**src/rtl/noc_vc_inputc.sv**
```systemverilog
// Virtual-channel input unit: per-VC flit FIFOs, XY route computation on head flits,
// switch requests toward the allocator, registered flit output and upstream credit return.
module noc_vc_inputc #(
  parameter int VC_N    = 2,
  parameter int BUF_D   = 4,
  parameter int FLIT_W  = 32,
  parameter int COORD_W = 2,
  parameter int PORT_N  = 5,
  localparam int VCW    = (VC_N > 1) ? $clog2(VC_N) : 1
) (
  input  logic                     clk,
  input  logic                     rst,
  input  logic [COORD_W-1:0]       my_xpos,
  input  logic [COORD_W-1:0]       my_ypos,
  input  logic                     valid_i,
  input  logic [VCW-1:0]           vc_i,
  input  logic [FLIT_W-1:0]        flit_i,
  output logic [VC_N-1:0]          req_o,
  output logic [VC_N*PORT_N-1:0]   port_o,
  input  logic [VC_N-1:0]          grant_i,
  output logic                     flit_valid_o,
  output logic [FLIT_W-1:0]        flit_o,
  output logic [VCW-1:0]           vc_o,
  output logic [VC_N-1:0]          credit_o,
  output logic                     err_o
);

  localparam int PTRW = $clog2(BUF_D);
  localparam int CNTW = $clog2(BUF_D + 1);

  typedef enum logic {IDLE, ACTIVE} state_t;

  logic [FLIT_W-1:0] mem [VC_N][BUF_D];
  logic [PTRW-1:0]   rd_ptr [VC_N];
  logic [PTRW-1:0]   wr_ptr [VC_N];
  logic [CNTW-1:0]   cnt_q  [VC_N];
  state_t            state_q [VC_N];
  state_t            state_d [VC_N];
  logic [PORT_N-1:0] route_q [VC_N];
  logic [PORT_N-1:0] route_d [VC_N];
  logic [FLIT_W-1:0] front   [VC_N];

  logic [VC_N-1:0] grant_hit, pop, purge, accept;
  logic            fire, drop, multi_grant;
  logic [VCW-1:0]  sel;

  logic              flit_valid_q;
  logic [FLIT_W-1:0] flit_q;
  logic [VCW-1:0]    vc_q;
  logic [VC_N-1:0]   credit_q;
  logic              err_q;

  function automatic logic [PORT_N-1:0] xy_route(
    input logic [COORD_W-1:0] dx, input logic [COORD_W-1:0] dy,
    input logic [COORD_W-1:0] mx, input logic [COORD_W-1:0] my);
    logic [PORT_N-1:0] r;
    r = '0;
    if (dx > mx)      r[2] = 1'b1;
    else if (dx < mx) r[4] = 1'b1;
    else if (dy > my) r[1] = 1'b1;
    else if (dy < my) r[3] = 1'b1;
    else              r[0] = 1'b1;
    return r;
  endfunction

  function automatic logic [PTRW-1:0] ptr_inc(input logic [PTRW-1:0] p);
    return (p == PTRW'(BUF_D - 1)) ? '0 : p + 1'b1;
  endfunction

  always_comb begin
    req_o     = '0;
    port_o    = '0;
    grant_hit = '0;
    pop       = '0;
    purge     = '0;
    accept    = '0;
    fire      = 1'b0;
    sel       = '0;
    for (int unsigned v = 0; v < VC_N; v++) begin
      front[v]   = mem[v][rd_ptr[v]];
      state_d[v] = state_q[v];
      route_d[v] = route_q[v];
      req_o[v]   = (state_q[v] == ACTIVE) && (cnt_q[v] != '0);
      if (state_q[v] == ACTIVE) port_o[v*PORT_N +: PORT_N] = route_q[v];
    end
    // Lowest-index requesting VC wins when the grant is multi-hot.
    for (int unsigned v = 0; v < VC_N; v++) begin
      if (!fire && grant_i[v] && req_o[v]) begin
        fire         = 1'b1;
        sel          = VCW'(v);
        grant_hit[v] = 1'b1;
      end
    end
    for (int unsigned v = 0; v < VC_N; v++) begin
      if (state_q[v] == IDLE && cnt_q[v] != '0) begin
        if (front[v][FLIT_W-2]) begin
          route_d[v] = xy_route(front[v][COORD_W-1:0], front[v][2*COORD_W-1:COORD_W],
                                my_xpos, my_ypos);
          state_d[v] = ACTIVE;
        end else begin
          purge[v] = 1'b1;
        end
      end
      if (grant_hit[v] && front[v][FLIT_W-1]) state_d[v] = IDLE;
      pop[v] = grant_hit[v] | purge[v];
      accept[v] = valid_i && (vc_i == VCW'(v)) &&
                  ((cnt_q[v] < CNTW'(BUF_D)) || pop[v]);
    end
    drop        = valid_i && (accept == '0);
    multi_grant = (grant_i & (grant_i - VC_N'(1))) != '0;
  end

  always_ff @(posedge clk) begin
    for (int unsigned v = 0; v < VC_N; v++)
      if (accept[v]) mem[v][wr_ptr[v]] <= flit_i;
  end

  always_ff @(posedge clk or posedge rst) begin
    if (rst) begin
      for (int unsigned v = 0; v < VC_N; v++) begin
        state_q[v] <= IDLE;
        rd_ptr[v]  <= '0;
        wr_ptr[v]  <= '0;
        cnt_q[v]   <= '0;
        route_q[v] <= '0;
      end
      flit_valid_q <= 1'b0;
      flit_q       <= '0;
      vc_q         <= '0;
      credit_q     <= '0;
      err_q        <= 1'b0;
    end else begin
      for (int unsigned v = 0; v < VC_N; v++) begin
        state_q[v] <= state_d[v];
        route_q[v] <= route_d[v];
        if (accept[v]) wr_ptr[v] <= ptr_inc(wr_ptr[v]);
        if (pop[v])    rd_ptr[v] <= ptr_inc(rd_ptr[v]);
        case ({accept[v], pop[v]})
          2'b10:   cnt_q[v] <= cnt_q[v] + CNTW'(1);
          2'b01:   cnt_q[v] <= cnt_q[v] - CNTW'(1);
          default: cnt_q[v] <= cnt_q[v];
        endcase
      end
      flit_valid_q <= fire;
      if (fire) begin
        flit_q <= front[sel];
        vc_q   <= sel;
      end
      credit_q <= grant_hit;
      if (drop || multi_grant || (purge != '0)) err_q <= 1'b1;
    end
  end

  assign flit_valid_o = flit_valid_q;
  assign flit_o       = flit_q;
  assign vc_o         = vc_q;
  assign credit_o     = credit_q;
  assign err_o        = err_q;

endmodule

```
**config.mk**
```make
export PLATFORM = sky130hd
export DESIGN_NAME = noc_vc_inputc
export DESIGN_NICKNAME = d
export VERILOG_FILES = /design/src/rtl/noc_vc_inputc.sv
export SDC_FILE = /design/constraint.sdc
export NUM_CORES = 1
export LEC_CHECK = 0
export ABC_AREA = 1
export CORE_MARGIN = 5
export CORE_UTILIZATION = 31
export CTS_CLUSTER_SIZE = 16
export DETAILED_ROUTE_END_ITERATION = 12
export SLEW_MARGIN = 5
export SYNTH_ARGS = -nofsm -noshare
export SYNTH_HDL_FRONTEND = slang
export SYNTH_SLANG_ARGS = --single-unit
```
**constraint.sdc**
```tcl
create_clock -name clk -period 2.8 [get_ports clk]
set_clock_uncertainty 0.15 [all_clocks]
set_input_delay 0.84 -clock clk [delete_from_list [all_inputs] [get_ports clk]]
set_output_delay 0.84 -clock clk [all_outputs]
set_load 0.01 [all_outputs]
```
==> summary.md, run 1 <==
| Metric | Value |
|---|---|
| Global-route usage over all layers | 13.4% |
| First-pass DRT Iterations | 4 |
| Final hold viol count | 0 |
| Syn_area_per_cell | 12.4 um2 |
| Kind of capture point of the worst setup path | output pin |
| Gate power share | 36.4% |
| Final setup slack of the worst path | 98.9 ps |
| Global-route wire length before repair | 47.4 mm |
| Count of pins on the block boundary | 91 |
| Cell leakage power | 0.00586 uW |
| Half-perimeter wire length after detailed placement | 19.6 mm |
| Detailed Route Iter0 Violations | 623 |
| Total routed wirelength | 30.7 mm |
| Number of failing setup endpoints in the final timing report | 0 |
| Data arrival time of the critical path | 1710 ps |
| Mapped Cells | 1034 |
| Vias in the first global route | 8186 |
| Pwr dens | 1040 nW/um2 |
| Worst hold stages | 2 |
| Largest delay share family, worst path | buffers and inverters |
| Fin nets | 1234 |
| Class of the most critical setup path | register to output pin |
| Max-slew violation count | 0 |
| Flip-flop and latch count after synthesis | 319 |
| Worst-case setup slack after placement | -185 ps |
| Worst path max stage delay | 560 ps |
| Share of total power in the clock network | 25.2% |
| Number of buffers created by CTS | 34 |
| Core region area | 40800 um2 |
| Wire length per cell after detailed routing | 17.8 um |
| Final worst path period need | 2700 ps |
| Starting utilization of the core area | 31.4% |
| Net switching power | 5840 uW |
| Number of library cell types mapped by synthesis | 34 |
| Fin Setup TNS | 0 ps |
| Antenna violations before repair | 3 |
| Required @ worst endpoint | 1810 ps |
| GRT Residual Overflow | 0 |
| Max_cap viols | 0 |
| Reg-to-reg setup timing slack | 450 ps |
| Internal power of the cells | 10800 uW |
| VDD IR max | 430 uV |
| Crit-path max FO | 3 |
| Die width | 213 um |
| Worst-case reg-to-reg path depth | 9 |
| Post-synth design cell area | 12800 um2 |
| Maximum number of pins on one net before global-route repair | 64 |
| Layout cells sized above 1 | 11.5% |
| Stages on worst setup path | 3 |
| Result of the run | complete, no violations |
| Clock insertion delay at the later pin of the skew report | 510 ps |
| Total Die Area | 45500 um2 |
| Setup repair after global routing missed its margin | false |
| Share of total power in sequential cells | 38.5% |
| Clock root buffer master | clkbuf_16 |
| Cells along the critical path | nor2_2, a21oi_1, clkdlybuf4s50_1 |
| Number of rows in the core area | 74 |
| Transition at the pin with the smallest max-transition slack | 609 ps |
| P&R area growth vs syn | 24.1% |
| DRC violation count after routing | 0 |
| Buffers plus inverters on the worst setup path | 1 |
| Floorplan die height | 213 um |
| Warning count from the yosys run | 0 |
| Sequential-to-total area share from yosys stat | 72.3% |
| Worst hold margin | 329 ps |
| Slowest-stage cell, CP | clkdlybuf4s50_1 |
| Global placement routability congestion | 0.779 |
| Vias per cell | 4.71 |
| Worst hold-check path type | register to register |
| Relative slew slack | 59.4% |
| Max frequency | 370 MHz |
| Number of routed nets with antenna violations | 0 |
| Net count of the mapped netlist | 1098 |
| Via total after detailed routing | 8135 |
| Clock slew seen by the registers of the worst setup and hold paths | 60 ps |
| CTS tree | built |
| H-Tree Depth | 2 |
| IO Port Bufs | 90 |
| Element type at the critical path start | register |
| Sink Count | 319 |
| Maximum root-to-sink buffer count | 3 |
| Switching Share | 35.2% |
| Share of the clock period used by the worst path after layout | 96.5% |
==> layer usage <==
metal  routed length [um]  up-vias  global-route usage (%)
met2                14900      163                    22.6
met4                  867        4                    4.21
met1                13400     3996                    17.7
met5                   26        -                       0
met3                 1520       59                    2.57
li1                     -     3913                       -
==> cell usage in the layout, fill, tap and decap left out, types with 11 or more instances in the layout <==
| master | instances |
|---|---|
| a21oi_1 | 11 |
| buf_12 | 17 |
| buf_4 | 42 |
| clkbuf_1 | 12 |
| clkbuf_16 | 35 |
| clkdlybuf4s50_1 | 89 |
| dfrtp_1 | 59 |
| edfxtp_1 | 256 |
| ha_1 | 20 |
| inv_1 | 57 |
| nand2_1 | 155 |
| nand3_1 | 39 |
| nor2_1 | 143 |
| o211ai_1 | 15 |
| o21ai_0 | 127 |
| o22ai_1 | 39 |
==> final cells by class <==
type / instances / area (um2)
fill: 3840 / 24900
sequential: 319 / 9270
multi-input combinational: 602 / 3110
timing repair buffer: 149 / 1560
clock buffer: 47 / 921
tap: 532 / 666
inverter: 64 / 245
clock inverter: 15 / 119
antenna: 1 / 2.50
==> worst register-to-register path: cells and delay by family, from the launching register on <==
kind | cells | cell delay [ps]
AOI/OAI and AO/OA | 2 | 510
adders and majority gates | 1 | 280
buffers and inverters | 3 | 610
DFF | 1 | 400
and+or+nand+nor | 3 | 310
==> path summary, 6_finish.rpt <==
kind	endpoint	from
worst min register to register	flit_o[19]	flit_o[19]
worst max register to register	route_q[0]	rd_ptr[0]
worst min-delay path	flit_o[19]	flit_o[19]
max in group asynchronous	rd_ptr[0]	rst
min in group asynchronous	cnt_q[5]	rst
worst max-delay path	req_o[0]	cnt_q[5]
==> registers in the layout (all words and copies together) (netlist names), 2 cells and up <==
register  cells
rd_ptr        4
credit_o      2
route_q      10
mem         256
wr_ptr        4
cnt_q         6
state_q       2
flit_o       32
==> power groups by stage <==
stage / combinational (uW) / sequential [uW] / clock [uW]
2_1_floorplan: 3490 / 6480 / 0
3_3_place_gp: 5980 / 6470 / 0
3_5_place_dp: 6090 / 6480 / 0
4_1_cts: 6120 / 6400 / 4270
5_1_grt: 6750 / 6470 / 4470
6_report: 6030 / 6390 / 4180
==> through the flow <==
step           cells  util (%)  power [uW]  area, um2
6_report        1729      38.9       16600      15900
5_1_grt         1729      38.9       17700      15900
4_1_cts         1726      38.8       16800      15900
3_5_place_dp    1664      36.3       12600      14800
3_3_place_gp    1664      36.3       12500      14800
2_1_floorplan   1034         -        9970      12800
==> timing repair <==
action	in CTS	in global routing
gates resized for setup	1	2
hold buffers	0	0
setup endpoints to repair	1	2
buffers inserted	0	2
==> cells in the mapped netlist, drive strengths merged <==
| cell | n | area [um2] |
|---|---|---|
| edfxtp | 256 | 7690 |
| a21oi | 11 | 55.1 |
| a32oi | 2 | 17.5 |
| clkbuf | 24 | 90.1 |
| fa | 2 | 40.0 |
| o22ai | 39 | 244 |
| o21bai | 2 | 15.0 |
| nand3 | 43 | 250 |
| dfrtp | 63 | 1580 |
| and3 | 1 | 6.26 |
| o21ai | 131 | 659 |
| nand4 | 2 | 12.5 |
| o31ai | 4 | 30.0 |
| o22a | 8 | 70.1 |
| xnor2 | 4 | 35.0 |
| buf | 25 | 156 |
| ha | 20 | 250 |
| inv | 64 | 245 |
| nor2 | 155 | 597 |
| o211ai | 15 | 113 |
| nand2 | 163 | 657 |
==> cells by family after synthesis <==
group	after synthesis	share of synthesized area [%]
compound gates	212	9.40
xor+xnor	4	0.274
flops	319	72.3
simple gates	364	11.9
buf+inv	113	3.84
fa+ha+maj	22	2.27
No activity file was read; power rests on OpenSTA's default activity.
==> run 2: changes to the inputs <==
--- a/config.mk
+++ b/config.mk
@@ -10,6 +10,8 @@
 export CORE_UTILIZATION = 31
 export CTS_CLUSTER_SIZE = 16
 export DETAILED_ROUTE_END_ITERATION = 12
+export GPL_TIMING_DRIVEN = 0
+export MAX_ROUTING_LAYER = met4
 export SLEW_MARGIN = 5
 export SYNTH_ARGS = -nofsm -noshare
 export SYNTH_HDL_FRONTEND = slang
==> run 2 against run 1 <==
Effect of this change: non-clock buffer count grew 4; largest cell class unchanged; power grew 2.6%; routed wire length grew 12%; hold slack gained 4.2 ps.
==> summary.md, run 2 (same netlist as run 1, synthesis figures left out) <==
| Metric | Value |
|---|---|
| Number of flip-flops under the largest register name | 256 (unchanged) |
| Cell leakage power | 0.00582 uW (was 0.00586 uW) |
| First-pass DRT Iterations | 5 (was 4) |
| Number of buffers created by CTS | 35 (was 34) |
| Setup repair after global routing missed its margin | false (unchanged) |
| Final hold viol count | 0 (unchanged) |
| Worst path max stage delay | 530 ps (was 560 ps) |
| Final worst path period need | 2660 ps (was 2700 ps) |
| Crit-path max FO | 8 (was 3) |
| Clock slew seen by the registers of the worst setup and hold paths | 60 ps (about the same) |
| Clock root buffer master | clkbuf_16 (unchanged) |
| Global placement routability congestion | 0.794 (was 0.779) |
| H-Tree Depth | 2 (unchanged) |
| CTS Hold Buffers Added | 0 (unchanged) |
| VDD IR max | 396 uV (was 430 uV) |
| Clock insertion delay at the later pin of the skew report | 510 ps (about the same) |
| DRC violation count after routing | 0 (unchanged) |
| Detailed Route Iter0 Violations | 783 (was 623) |
| Data arrival time of the critical path | 1670 ps (was 1710 ps) |
| Startpoint of the tightest hold check path | flit_o[26] (was flit_o[19]) |
| Worst-case setup slack after placement | -681 ps (was -185 ps) |
| GR Layer Usage met2 | 24.5% (was 22.6%) |
| Core region area | 40800 um2 (unchanged) |
| Global-route wire length before repair | 51.2 mm (was 47.4 mm) |
| Via total after detailed routing | 8373 (was 8135) |
| Max frequency | 376 MHz (was 370 MHz) |
| Antenna violations before repair | 3 (unchanged) |
| Largest delay share family, worst path | buffers and inverters (unchanged) |
| Pwr dens | 1080 nW/um2 (was 1040 nW/um2) |
| CP Launch Point | state_q[0] (was cnt_q[5]) |
| Total routed wirelength | 34.5 mm (was 30.7 mm) |
| P&R area growth vs syn | 23.6% (was 24.1%) |
| Most congested layer reported by global routing | met2 (unchanged) |
| Share of the clock period used by the worst path after layout | 94.9% (was 96.5%) |
| Maximum number of pins on one net before global-route repair | 45 (was 64) |
| Class of the most critical setup path | register to output pin (unchanged) |
| Met1 Resource Use GR | 20.6% (was 17.7%) |
| Placed inst area | 14600 um2 (was 14800 um2) |
| Sink Count | 319 (unchanged) |
| Most frequent cells in the layout | edfxtp_1, nand2_1, nor2_1 (unchanged) |
| Cells along the critical path | buf_2, nand2_1, inv_1, clkdlybuf4s50_1 (was nor2_2, a21oi_1, clkdlybuf4s50_1) |
| Met3 Usage GRT | 3.45% (was 2.57%) |
| Final setup slack of the worst path | 142 ps (was 98.9 ps) |
| Slowest-stage cell, CP | clkdlybuf4s50_1 (unchanged) |
| Fin nets | 1240 (was 1234) |
| IO Port Bufs | 90 (unchanged) |
| Startpoint of the worst register-to-register path | rd_ptr[2] (was rd_ptr[0]) |
| Buffers plus inverters on the worst setup path | 3 (was 1) |
| Floorplan die height | 213 um (unchanged) |
| Transition at the pin with the smallest max-transition slack | 833 ps (was 609 ps) |
| Global-route usage over all layers | 15.5% (was 13.4%) |
| Number of failing setup endpoints in the final timing report | 0 (unchanged) |
| Leading cell type in the layout, fill and taps excluded | edfxtp_1 (unchanged) |
| Number of rows in the core area | 74 (unchanged) |
| Number of routed nets with antenna violations | 0 (unchanged) |
| Layout cells sized above 1 | 10.5% (was 11.5%) |
| Vias per cell | 4.82 (was 4.71) |
| Vias in the first global route | 8134 (was 8186) |
| Wire length per cell after detailed routing | 19.9 um (was 17.8 um) |
| Required @ worst endpoint | 1810 ps (about the same) |
| Fin Setup TNS | 0 ps (unchanged) |
| Total Die Area | 45500 um2 (unchanged) |
| Final std cell area, no fill | 15800 um2 (was 15900 um2) |
| Element type at the critical path start | register (unchanged) |
| GRT Residual Overflow | 0 (unchanged) |
| Max_cap viols | 0 (unchanged) |
| Half-perimeter wire length after detailed placement | 22.4 mm (was 19.6 mm) |
| Worst hold-check path type | register to register (unchanged) |
| Count of pins on the block boundary | 91 (unchanged) |
| Max-slew violation count | 0 (unchanged) |
| Die width | 213 um (unchanged) |
| Starting utilization of the core area | 31.4% (unchanged) |
| CTS tree | built (unchanged) |
| Maximum root-to-sink buffer count | 3 (unchanged) |
| Result of the run | complete, no violations (unchanged) |
| Relative slew slack | 44.3% (was 59.4%) |
| Kind of capture point of the worst setup path | output pin (unchanged) |
## run 2: cell count changes in the layout (fill, tap and decap cells not counted), sizes merged
cell           change
dlygate4sd2        +1
clkinvlp           +3
clkinv             -3
diode              +2
buf               -19
dlymetal6s2s       +2
nor2               +1
clkdlybuf4s50      -3
clkbuf            +24
## run 2: report_power, final
group          switching (uW)  internal, uW  total (uW)
Sequential                396          5970        6370
Clock                    1820          2550        4370
Combinational            4050          2230        6290
## run 2: per-layer routing
layer / wire length (um) / vias up
met3: 2790 / 58
met4: 671 / 0
met1: 15000 / 4079
li1: - / 3940
met2: 16100 / 296
met5: 0 / -
## run 2: worst reg2reg max path, cell delays in order, from the launching register on
cell and delay, ps:
dfrtp_1 420, clkbuf_1 580, o21ai_0 190, o22ai_1 380
ha_1 210, inv_1 40, o21bai_1 220, nand3_1 110
o31ai_1 230
## run 2: stage by stage
| stage | util, % | hold WS (ps) | cells | total power [uW] |
|---|---|---|---|---|
| global route | 38.8 | 359 | 1737 | 18000 |
| finish | 38.8 | 334 | 1737 | 17000 |
| global placement | 35.2 | 319 | 1656 | 12400 |
| floorplan | - | 299 | 1034 | 9970 |
| detailed placement | 35.9 | 317 | 1665 | 12700 |
| CTS | 38.6 | 333 | 1730 | 17100 |
## run 2: path summary, 6_finish.rpt
path	slack, ps	cells after the start	to
hold / removal	330	2	flit_o[26]
max in group asynchronous	1430	3	flit_o[9]
setup / recovery	140	4	port_o[8]
hold reg to reg	330	2	flit_o[26]
setup reg to reg	170	8	route_q[5]
min in group asynchronous	500	2	wr_ptr[2]
## run 2: area by class of cell
cell class	instances	area (um2)
antenna	3	7.51
fill	3793	25000
timing repair buffer	104	1160
inverter	64	251
clock buffer	48	977
tap	532	666
sequential	319	9270
buffer	49	263
multi-input combinational	603	3130
clock inverter	15	115
## run 2: what timing repair did
item / in CTS / in global routing
endpoints found under the setup margin: 31 / 23
resized for setup: 7 / 13
gates cloned: 1 / 0
setup buffers: 1 / 4
pin swaps: 3 / 1
==> run 3: changes to the inputs <==
--- a/config.mk
+++ b/config.mk
@@ -12,7 +12,7 @@
 export DETAILED_ROUTE_END_ITERATION = 12
 export GPL_TIMING_DRIVEN = 0
 export MAX_ROUTING_LAYER = met4
-export SLEW_MARGIN = 5
+export SLEW_MARGIN = 20
 export SYNTH_ARGS = -nofsm -noshare
 export SYNTH_HDL_FRONTEND = slang
 export SYNTH_SLANG_ARGS = --single-unit
==> run 3 against run 2 <==
Effect of this change: global-route usage about the same; highest routed layer unchanged; combinational power about the same; critical path type is now input port to register; register-to-register slack about the same; maximum frequency decreased by 2.2%.
==> summary.md, run 3 (same netlist as run 1, synthesis figures left out) <==
| Metric | Value |
|---|---|
| Sink Count | 319 (unchanged) |
| Half-perimeter wire length after detailed placement | 22.8 mm (was 22.4 mm) |
| Total routed wirelength | 34.4 mm (was 34.5 mm) |
| DRC violation count after routing | 0 (unchanged) |
| Antenna violations before repair | 4 (was 3) |
| CTS Hold Buffers Added | 0 (unchanged) |
| Max-slew violation count | 0 (unchanged) |
| Fin nets | 1246 (was 1240) |
| Global-route wire length before repair | 51.3 mm (was 51.2 mm) |
| Total Die Area | 45500 um2 (unchanged) |
| Global placement routability congestion | 0.794 (unchanged) |
| Data arrival time of the critical path | 2780 ps (was 1670 ps) |
| Final core utilization | 39.0% (was 38.8%) |
| Count of pins on the block boundary | 91 (unchanged) |
| IO Port Bufs | 90 (unchanged) |
| Maximum root-to-sink buffer count | 3 (unchanged) |
| Number of routed nets with antenna violations | 0 (unchanged) |
| P&R area growth vs syn | 24.5% (was 23.6%) |
| Crit-path max FO | 13 (was 8) |
| Max frequency | 368 MHz (was 376 MHz) |
| Number of flip-flops under the largest register name | 256 (unchanged) |
| Clock insertion delay at the later pin of the skew report | 520 ps (was 510 ps) |
| Number of buffers created by CTS | 35 (unchanged) |
| Worst hold-check path type | register to register (unchanged) |
| Vias in the first global route | 8290 (was 8134) |
| Relative slew slack | 46.3% (was 44.3%) |
| Number of failing setup endpoints in the final timing report | 0 (unchanged) |
| Clock root buffer master | clkbuf_16 (unchanged) |
| Element type at the critical path start | input port (was register) |
| Kind of capture point of the worst setup path | register (was output pin) |
| Vias per cell | 4.80 (was 4.82) |
| Global-route usage over all layers | 15.5% (about the same) |
| First-pass DRT Iterations | 5 (unchanged) |
| Layout cells sized above 1 | 10.7% (was 10.5%) |
| CTS tree | built (unchanged) |
| Pwr dens | 1060 nW/um2 (was 1080 nW/um2) |
| Via total after detailed routing | 8356 (was 8373) |
| Die width | 213 um (unchanged) |
| Starting utilization of the core area | 31.4% (unchanged) |
| Final worst path period need | 2720 ps (was 2660 ps) |
| Transition at the pin with the smallest max-transition slack | 806 ps (was 833 ps) |
| Detailed Route Iter0 Violations | 877 (was 783) |
| Wire length per cell after detailed routing | 19.7 um (was 19.9 um) |
| Cell leakage power | 0.00586 uW (was 0.00582 uW) |
| Reg-to-reg setup timing slack | 180 ps (was 170 ps) |
| Floorplan die height | 213 um (unchanged) |
| Final hold viol count | 0 (unchanged) |
| Most frequent cells in the layout | edfxtp_1, nand2_1, nor2_1 (unchanged) |
| Worst-case setup slack after placement | -670 ps (was -681 ps) |
| Max_cap viols | 0 (unchanged) |
| Maximum number of pins on one net before global-route repair | 45 (unchanged) |
| Leading cell type in the layout, fill and taps excluded | edfxtp_1 (unchanged) |
| Class of the most critical setup path | input port to register (was register to output pin) |
| Required @ worst endpoint | 2860 ps (was 1810 ps) |
| Core region area | 40800 um2 (unchanged) |
| Final setup slack of the worst path | 81.5 ps (was 142 ps) |
| Clock slew seen by the registers of the worst setup and hold paths | 50 ps (was 60 ps) |
| Number of rows in the core area | 74 (unchanged) |
| H-Tree Depth | 2 (unchanged) |
| VDD IR max | 441 uV (was 396 uV) |
| GRT Residual Overflow | 0 (unchanged) |
| Share of the clock period used by the worst path after layout | 97.1% (was 94.9%) |
| Result of the run | complete, no violations (unchanged) |
| Setup repair after global routing missed its margin | false (unchanged) |
[run 3: cell types whose count changed in the layout (fill, tap and decap cells not counted), sizes merged, moves of 2 or more]
cell,delta
clkdlybuf4s50,+2
clkinv,+2
buf,+6
clkinvlp,-2
[run 3: report_power, final]
part           internal, uW  total (uW)  switching, uW
registers              5970        6370            393
clock network          2410        4190           1780
logic                  2290        6320           4030
total                 10700       16900           6200
[run 3: worst max-delay path, stage by stage]
cell	delay, ps
clkdlybuf4s50_1	480
inv_1	70
nor2_4	110
nand2_4	90
buf_12	160
nand3_4	90
nand2_8	60
buf_12	150
nor2_4	320
buf_16	220
buf_16	170
[run 3: per-stage QoR]
step                      TNS, ps  hold WS, ps  cell area [um2]  cells  power [uW]
after floorplan            -63630          299            12800   1034        9970
after global placement    -567780          319            14400   1656       12400
after detailed placement   -61470          319            14700   1669       12700
after CTS                       0          336            15800   1731       17000
after global routing            0          358            15900   1742       17900
final                           0          335            15900   1742       16900
[run 3: path summary, 6_finish.rpt]
kind / start / to / cells after the start
min in group asynchronous: rst / wr_ptr[0] / 2
max in group asynchronous: rst / flit_o[26] / 3
max reg2reg: rd_ptr[0] / route_q[0] / 10
max: grant_i[1] / mem[0][225] / 11
min: flit_o[26] / flit_o[26] / 2
min reg2reg: flit_o[26] / flit_o[26] / 2
[run 3: routing by layer]
layer | global-route usage (%) | routed length [um] | part of all wire [%]
met5 | - | 0 | 0
met4 | 3.99 | 646 | 1.9
met3 | 3.03 | 2410 | 7.0
met2 | 24.7 | 16400 | 48
met1 | 20.6 | 14900 | 43
[run 3: what timing repair did]
action / in CTS / in global routing
resized for setup: 3 / 18
setup buffers: 1 / 7
endpoints found under the setup margin: 5 / 37
pin swaps: 1 / 3
[run 3: area by class of cell]
cell class	instances	area, um2
multi-input cells	602	3130
diodes	4	10.0
flip-flops and latches	319	9270
repair buffers	111	1310
plain buffers	49	267
inverters	64	251
fillers	3800	24900
clock buffers	47	921
well taps	532	666
clock inverters	14	114
